$ cat src/rtl/wb_arb.sv
// Two-initiator Wishbone arbiter: round-robin grant with a one-cycle gap between owners, no preemption.
// Optional macro WB_ARB_TIMEOUT_EN adds per-initiator err outputs driven by a strobe watchdog.
module wb_arb #(
    parameter int AW  = 30,
    parameter int DW  = 32,
    parameter int TMO = 255
) (
    input  logic            clk_i,
    input  logic            rst_i,
    input  logic            m0_cyc_i,
    input  logic            m0_stb_i,
    input  logic            m0_we_i,
    input  logic [DW/8-1:0] m0_sel_i,
    input  logic [AW-1:0]   m0_adr_i,
    input  logic [DW-1:0]   m0_dat_i,
    output logic            m0_ack_o,
    output logic [DW-1:0]   m0_dat_o,
    input  logic            m1_cyc_i,
    input  logic            m1_stb_i,
    input  logic            m1_we_i,
    input  logic [DW/8-1:0] m1_sel_i,
    input  logic [AW-1:0]   m1_adr_i,
    input  logic [DW-1:0]   m1_dat_i,
    output logic            m1_ack_o,
    output logic [DW-1:0]   m1_dat_o,
`ifdef WB_ARB_TIMEOUT_EN
    output logic            m0_err_o,
    output logic            m1_err_o,
`endif
    output logic            cyc_o,
    output logic            stb_o,
    output logic            we_o,
    output logic [DW/8-1:0] sel_o,
    output logic [AW-1:0]   adr_o,
    output logic [DW-1:0]   dat_o,
    input  logic            ack_i,
    input  logic [DW-1:0]   dat_i
);

    typedef enum logic [1:0] {IDLE, GNT0, GNT1} state_t;

    state_t state, state_nx;
    logic   last, last_nx;   // 1: m1 was granted most recently
    logic   stb_req;
    logic   tmo_hit;

    always_ff @(posedge clk_i) begin
        if (rst_i) begin
            state <= IDLE;
            last  <= 1'b1;
        end else begin
            state <= state_nx;
            last  <= last_nx;
        end
    end

    always_comb begin
        state_nx = state;
        last_nx  = last;
        case (state)
            IDLE: begin
                if (m0_cyc_i && (!m1_cyc_i || last)) begin
                    state_nx = GNT0;
                    last_nx  = 1'b0;
                end else if (m1_cyc_i) begin
                    state_nx = GNT1;
                    last_nx  = 1'b1;
                end
            end
            GNT0:    if (!m0_cyc_i) state_nx = IDLE;
            GNT1:    if (!m1_cyc_i) state_nx = IDLE;
            default: state_nx = IDLE;
        endcase
    end

    always_comb begin
        cyc_o    = 1'b0;
        stb_req  = 1'b0;
        we_o     = 1'b0;
        sel_o    = '0;
        adr_o    = '0;
        dat_o    = '0;
        m0_ack_o = 1'b0;
        m1_ack_o = 1'b0;
        case (state)
            GNT0: begin
                cyc_o    = m0_cyc_i;
                stb_req  = m0_stb_i;
                we_o     = m0_we_i;
                sel_o    = m0_sel_i;
                adr_o    = m0_adr_i;
                dat_o    = m0_dat_i;
                m0_ack_o = ack_i;
            end
            GNT1: begin
                cyc_o    = m1_cyc_i;
                stb_req  = m1_stb_i;
                we_o     = m1_we_i;
                sel_o    = m1_sel_i;
                adr_o    = m1_adr_i;
                dat_o    = m1_dat_i;
                m1_ack_o = ack_i;
            end
            default: ;
        endcase
    end

    assign stb_o    = stb_req & ~tmo_hit;
    assign m0_dat_o = dat_i;
    assign m1_dat_o = dat_i;

`ifdef WB_ARB_TIMEOUT_EN
    localparam int CW = $clog2(TMO + 1);
    logic [CW-1:0] tmo_cnt;

    // Fires on the TMO-th consecutive unacknowledged strobe cycle.
    assign tmo_hit  = stb_req && !ack_i && (tmo_cnt == CW'(TMO - 1));
    assign m0_err_o = tmo_hit && (state == GNT0);
    assign m1_err_o = tmo_hit && (state == GNT1);

    always_ff @(posedge clk_i) begin
        if (rst_i || !stb_req || ack_i || tmo_hit) tmo_cnt <= '0;
        else                                        tmo_cnt <= tmo_cnt + 1'b1;
    end
`else
    assign tmo_hit = 1'b0;
`endif

endmodule

$ cat config.mk
export PLATFORM = sky130hd
export DESIGN_NAME = wb_arb
export DESIGN_NICKNAME = d
export VERILOG_FILES = /design/src/rtl/wb_arb.sv
export SDC_FILE = /design/constraint.sdc
export NUM_CORES = 1
export LEC_CHECK = 0
export BUFFER_PORTS_ARGS = -buffer_cell sky130_fd_sc_hd__buf_2
export CAP_MARGIN = 20
export CORE_AREA = 2 2 121 123
export CTS_CLUSTER_SIZE = 40
export DETAILED_ROUTE_END_ITERATION = 16
export DIE_AREA = 0 0 123 125
export GPL_ROUTABILITY_DRIVEN = 1
export PLACE_DENSITY = 0.53
export SYNTH_ARGS = -nofsm -noshare
export SYNTH_HDL_FRONTEND = slang
export SYNTH_SLANG_ARGS = --single-unit
$ cat constraint.sdc
create_clock -name clk_i -period 2.3 [get_ports clk_i]
set_clock_uncertainty 0.05 [all_clocks]
set_input_delay 0.115 -clock clk_i [delete_from_list [all_inputs] [get_ports clk_i]]
set_output_delay 0.115 -clock clk_i [all_outputs]
set_load 0.02 [all_outputs]
# [Word-level counts from Yosys, hierarchy flattened]
# Cells that the tools add are included.
[totals] ff_bits=3 wordCells=29
[op_classes] n_eq_ne=5 n_mux=15 reduce_logical=7
[ops] operator="32-bit one-hot mux with 2 select lines" n=1
[ops] operator="30-bit one-hot mux with 2 select lines" n=1
[ops] operator="2-bit two-way mux" n=4
[ops] operator="4-bit one-hot mux with 2 select lines" n=1
[ops] operator="1-bit one-hot mux with 2 select lines" n=3
[ops] operator="2-bit one-hot mux with 3 select lines" n=1
[ops] operator="1-bit two-way mux" n=4
[ops] operator="2-bit inequality test (second input constant)" n=2
[ops] operator="3-bit inequality test (second input constant)" n=1
[ops] operator="3-bit AND reduction" n=1
[ops] operator="2-bit by 1-bit == test with 1-bit output (second input constant)" n=1
[ops] operator="2-bit == test (second input constant)" n=1
[ops] operator="2-bit logical NOT" n=1
[ops] operator="2-bit AND reduction" n=1
[ops] operator="2-bit nonzero test" n=1
[ops] operator="1-bit logical AND" n=1
[ops] operator="1-bit logical NOT" n=1
[ops] operator="1-bit logical OR" n=1

# [Logic depth before layout (Yosys ltp)]
# Gate-level depths: netlist (run 1).
[logic_depth] depth_word=5 ltp_mapped=7 ltp_nobuf=5

# [Least setup slack after synthesis (run 1)]
# Ideal clock, no wire load.
[synth_timing] kind="flip-flop to output port" from="register state[1]" to="output adr_o[13]" arrival_ns=1.372 t_required_ns=2.135 slack_ns=0.763 stages_incl_launch_ff=6 path_buffers=2 path_cell_list="dfxtp_1 > inv_1 > ha_1 > buf_2 > buf_2 > nor2b_1"
[synth_via] elab_chain_len=2 word_cells_on_any_way=3 cone_classes="eq/ne (2); mux (1)"
[synth_lines] element="start: declaration" line_no="42" rtl="state_t state, state_nx;"
[synth_lines] element="start signal: assignment" line_no="52" rtl="state <= state_nx;"
[synth_lines] element="2-bit == test or 2-bit by 1-bit == test with 1-bit output (tied branches)" line_no="85" rtl="case (state)"
[synth_lines] element="30-bit one-hot mux with 2 select lines *" line_no="85"
[synth_lines] element="end: declaration" line_no="34" rtl="output logic [AW-1:0] adr_o,"
# Mark *: on every way between the ends. The rest lies on a longest branch, timed or not.

# [Worst setup path after layout (run 1)]
[layout_timing] from="register state[0]" to="output adr_o[1]"
# Same word-level chain as after synthesis.

==> metrics.txt, run 1 <==
status=finished clean; WHS=119 ps; sequential area share after synthesis=3.34%; Area Growth Syn to Fin=45.9%; worst path arrival time=1650 ps; Crit-path slowest cell=dfxtp_1; post-synthesis cell area=1800 sq um; # rows=44; number of global-route vias before repair=1,962; routed len/inst=11.7 microns; worst-margin pin slew=369 ps; FF-to-FF setup slack=870 ps; crit path kind=flop to output port; starting DRC count in detailed routing=96; CP startpoint=state[0]; GP Congestion=0.749; fin crit period=1810 ps; post-route ant nets=0; max-cap violations=0; critical path endpoint=adr_o[1]; post-CTS setup buffers=0; die area=15,400 sq um; die span in y=125 microns; Net Count, Synth=423; share of layout cells above drive strength 1=59.1%; Core Area=14,200 sq um; via count=2,176; fin crit share=78.8%; H-tree depth=1; top_reg_cell synth=dfxtp_1; number of port buffers=211; final WL=6600 microns; worst vdd ir=0.359 mV; # diodes=0; flip-flop and latch area=60.1 sq um; R2R cell count=5; Cells after Synth=247; Startpoint Class=flop; Starting Density=12.6%; initial antenna violation count=0; asr flop ratio synth=0%; Die Wd=123 microns; final-report setup violation count=0; fmax=552 MHz; CTS Hold Bufs=0; post_cts resized=0; worst-path fanout max=20; grt total ovfl=0; CTS max path bufs=2; Initial DRT Pass Iterations=4; number of synthesized register bits=3; Post-synth top cells=a22oi_1, nor2b_1, buf_4; Via density=3.85; Yosys cell types=21; Fin. Hold Viols=0; Slew headroom=75.4%; clock root cell=clkbuf_16; Worst Hold Class=input port to flop; synth warn=0; RSZ-0062 raised after global routing=no; CTS clk-pin slew, worst paths=30 ps; clk sink count=3; worst flop-to-flop path startpoint=state[0]; num ports=308; Worst path max stage delay=300 ps; share of the synthesized area in the top cell type=28.4%; CP cell instances=inv_1, ha_2, buf_4, a22oi_1, nor2b_1, buf_2; CTS tree=yes; Avg Cell Area, Syn=7.27 sq um; first-pass GRT wire length=9340 microns; clock buffer count from CTS=3; EDFF count, synth=0; # nets final=558; largest net degree at the start of global routing=47; Critical Path End Type=output port; Post-DP HPWL=5280 microns; Worst R2R End=state[1]; Fill cells=1,647; multi-input logic area=1110 sq um; Area contributors post-synth=a22oi_1, buf_4, nor2b_1; Slew Viols, Final=0; overall routing resource usage=7.35%; DRC viols=0; Required @ worst endpoint=2130 ps; PwrDens=403 nW/um^2; setup_tns=0 ps; Synth area leader=a22oi_1; Lkg Pwr=1.29 nW; Clock Latency Late Sink=220 ps
==> placed cells by master (no fill, tap or decap), drive strengths merged <==
cell type / instances
a21oi: 2
nor2b: 68
clkbuf: 4
o32ai: 2
dfxtp: 3
buf: 217
nor2: 1
a211o: 1
a311o: 1
nand2b: 1
inv: 4
nand3b: 1
a22oi: 69
a21boi: 1
and2: 2
and2b: 1
ha: 3
==> worst max-delay path: cells and delay by family, from the launching register on <==
kind | cells | cell delay [ps]
DFF | 1 | 300
and+or+nand+nor | 1 | 130
buffers and inverters | 3 | 560
AOI/OAI and AO/OA | 1 | 110
adders and majority gates | 1 | 300
==> sequential cells by signal, indices dropped and copies added (netlist names) <==
| name | cells |
|---|---|
| last | 1 |
| state | 2 |
==> area by class of cell <==
cell class / instances / share of cell area [%]
clock buffer: 4 / 3.01
inverter: 4 / 0.573
multi-input combinational: 153 / 42.4
sequential: 3 / 2.29
tap: 184 / 8.78
timing repair buffer: 217 / 43.0
==> per-layer routing <==
| metal | vias up | GRT usage [%] | wire length (microns) |
|---|---|---|---|
| li1 | 1071 | - | - |
| met1 | 967 | 7.75 | 2500 |
| met2 | 118 | 14.6 | 3360 |
| met3 | 20 | 1.28 | 657 |
| met4 | 0 | 1.80 | 77 |
| met5 | - | 0 | 0 |
==> worst min path at each step <==
stage	from	end	slack (ps)	cells after the start
6_report	rst_i	state[1]	120	2
5_1_grt	rst_i	state[1]	140	2
4_1_cts	rst_i	state[1]	120	2
3_5_place_dp	dat_i[4]	m0_dat_o[4]	180	0
3_3_place_gp	dat_i[4]	m0_dat_o[4]	180	0
2_1_floorplan	rst_i	last	180	1
==> cell families (layout without fill, tap and decap cells) <==
group,count (synthesis),in the layout,synth area share (%)
buf+inv,91,225,35.1
compound gates,76,76,33.0
simple gates,74,74,26.5
fa+ha+maj,3,3,2.09
flops,3,3,3.34
==> per-stage QoR <==
step / setup slack (ps) / power [mW] / utilization, % / instances / instance area (sq um)
final: 488 / 1.06 / 18.5 / 565 / 2620
after global routing: 314 / 1.14 / 18.5 / 565 / 2620
after CTS: 477 / 1.07 / 18.5 / 565 / 2620
after detailed placement: 720 / 0.788 / 17.9 / 561 / 2540
after global placement: 716 / 0.791 / 17.9 / 561 / 2540
after floorplan: 763 / 0.695 / - / 247 / 1800
==> power by group <==
part	internal (mW)	switching (mW)	total, mW	leakage, nW
combinational	0.333	0.387	0.719	1.23
sequential	0.0590	0.00306	0.0621	0.0248
clock	0.229	0.0469	0.276	0.0382
No activity file was read; power rests on OpenSTA's default activity.
==> run 2, diff against run 1 <==
--- a/config.mk
+++ b/config.mk
@@ -5,12 +5,13 @@
 export SDC_FILE = /design/constraint.sdc
 export NUM_CORES = 1
 export LEC_CHECK = 0
+export ABC_AREA = 1
 export BUFFER_PORTS_ARGS = -buffer_cell sky130_fd_sc_hd__buf_2
 export CAP_MARGIN = 20
-export CORE_AREA = 2 2 121 123
+export CORE_AREA = 2 2 120 122
 export CTS_CLUSTER_SIZE = 40
 export DETAILED_ROUTE_END_ITERATION = 16
-export DIE_AREA = 0 0 123 125
+export DIE_AREA = 0 0 122 124
 export GPL_ROUTABILITY_DRIVEN = 1
 export PLACE_DENSITY = 0.53
 export SYNTH_ARGS = -nofsm -noshare
==> constraint.sdc (replaced) <==
create_clock -name clk_i -period 1.75 [get_ports clk_i]
set_clock_uncertainty 0.05 [all_clocks]
set_input_delay 0.0875 -clock clk_i [delete_from_list [all_inputs] [get_ports clk_i]]
set_output_delay 0.0875 -clock clk_i [all_outputs]
set_load 0.02 [all_outputs]
==> run 2 against run 1 <==
  * Worst setup slack worse by 400 ps
  * Sequential cell count unchanged
  * First-iteration DRC count down 17%
  * Global-route usage is 0.72 points higher
  * Count of clock-buffer cells in the layout unchanged
  * Synthesized cell count is 33% higher
  * Sequential power grew 35%
  * Non-clock buffer count up 1
  * Highest routed layer unchanged
==> metrics.txt, run 2 <==
status=finished clean; Clock Latency Late Sink=220 ps; via count=2,401; PwrDens=543 nW/um^2; EDFF count, synth=0; Slew Viols, Final=0; Via density=3.73; fin util=19.1%; Post-Place Worst Slack=241 ps; crit path kind=flop to output port; number of port buffers=211; max FFs per register=2; Cells after Synth=329; Startpoint Class=flop; top_reg_cell synth=dfxtp_1; clock network power share=25.7%; worst-path fanout max=39; fmax=601 MHz; internal power=0.765 mW; routed len/inst=11.4 microns; Fin. Hold Viols=0; clock root cell=clkbuf_16; Post-synth top cells=nand2_1, a21oi_1, buf_4; largest net degree at the start of global routing=40; GP Congestion=0.778; CTS tree=yes; Critical Path End Type=output port; sequential area share after synthesis=3.54%; Required @ worst endpoint=1610 ps; worst path arrival time=1530 ps; number of synthesized register bits=3; R2R cell count=9; Net Count, Synth=505; # nets final=641; starting DRC count in detailed routing=80; Area Growth Syn to Fin=53.9%; # rows=43; slack of the critical path=86.0 ps; synth warn=0; commonest non-fill, non-tap cell in the layout=buf_2; final-report setup violation count=0; share of layout cells above drive strength 1=49.1%; critical path endpoint=adr_o[11]; worst flop-to-flop path startpoint=state[0]; Core Area=13,700 sq um; Slew headroom=87.7%; Switching Power=0.654 mW; H-tree depth=1; post-route ant nets=0; fin crit share=95.1%; Post-Layout Cell Count=644; Post-DP HPWL=5740 microns; switching fraction of total power=46.1%; Die Wd=122 microns; Sequential Power Share=5.9%; number of global-route vias before repair=2,081; worst-margin pin slew=184 ps; top-count cell post-synth=nand2_1; fin crit period=1660 ps; CP startpoint=state[1]; max-cap violations=0; die area=15,100 sq um; clk sink count=3; overall routing resource usage=8.07%; # diodes=0; Area contributors post-synth=nand2_1, buf_4, a21oi_1; Initial DRT Pass Iterations=4; Yosys cell types=13; CTS clk-pin slew, worst paths=30 ps; Cells after DPL=639; worst vdd ir=0.555 mV; grt total ovfl=0; Starting Density=12.4%; RSZ-0062 raised after global routing=yes; biggest regs=state (2), last (1); Synth area leader=nand2_1; CTS max path bufs=2; post-synthesis cell area=1700 sq um; asr flop ratio synth=0%; Comb pwr share=68.4%; share of the synthesized area in the top cell type=32.9%; FF-to-FF setup slack=370 ps; total power=1.42 mW; clock buffer count from CTS=3; DRC viols=0; Lkg Pwr=1.34 nW; Worst R2R End=state[0]; die span in y=124 microns; first-pass GRT wire length=9880 microns; Worst Hold Class=input port to flop; initial antenna violation count=0; final WL=7320 microns; Biggest register=state; num ports=308; most frequent cells in the layout=buf_2, nand2_1, a21oi_1; Avg Cell Area, Syn=5.16 sq um
==> run 2: per-layer routing <==
layer / up-vias / global-route usage [%] / part of all wire, %
met3: 35 / 1.56 / 9.5
met4: 0 / 5.75 / 5.3
met1: 998 / 8.80 / 38
met5: - / 0 / 0
li1: 1236 / - / -
met2: 132 / 14.0 / 47
==> run 2: how the worst min path moves through the flow <==
stage,cells past startpoint,slack (ps),start,to
after floorplan,1,110,rst_i,state[0]
after global placement,0,130,dat_i[17],m0_dat_o[17]
after detailed placement,0,130,dat_i[17],m0_dat_o[17]
after CTS,2,7,rst_i,state[0]
after global routing,2,20,rst_i,state[1]
final,2,4,rst_i,state[0]
==> run 2: power groups by stage <==
stage               clock network (mW)  registers, mW  logic [mW]
finish                           0.365         0.0840       0.970
global route                     0.377         0.0852        1.08
CTS                              0.371         0.0836       0.913
detailed placement                   0         0.0845       0.904
global placement                     0         0.0839       0.904
floorplan                            0         0.0829       0.750
==> run 2: cell families after synthesis <==
kind of cell | synth area share [%]
flops | 3.54
buf+inv | 38.7
simple gates | 34.6
fa+ha+maj | 2.21
compound gates | 20.9
==> run 2: worst max-delay path, cell delays in order, from the launching register on <==
cell	delay, ps
dfxtp_1	310
inv_1	80
ha_2	230
buf_12	210
nand2_1	120
a21oi_1	150
buf_2	170
==> run 2: timing repair <==
action,4_1_cts,5_1_grt
buffers inserted,0,0
gates cloned,0,1
setup endpoints to repair,1,39
gates resized for setup,1,13
hold buffers,0,0
==> run 2: final cells by class <==
cell class	count	area [sq um]
well taps	180	225
multi-input cells	230	993
flip-flops and latches	3	61.3
fillers	1645	11100
repair buffers	218	1220
clock buffers	4	78.8
inverters	9	36.3
==> run 2: metrics by stage <==
stage	TNS, ps	cell area, sq um	hold WS, ps
detailed placement	0	2470	125
CTS	0	2550	6.57
floorplan	0	1700	107
global placement	0	2470	125
global route	-25.6	2610	15.0
finish	0	2610	4.41
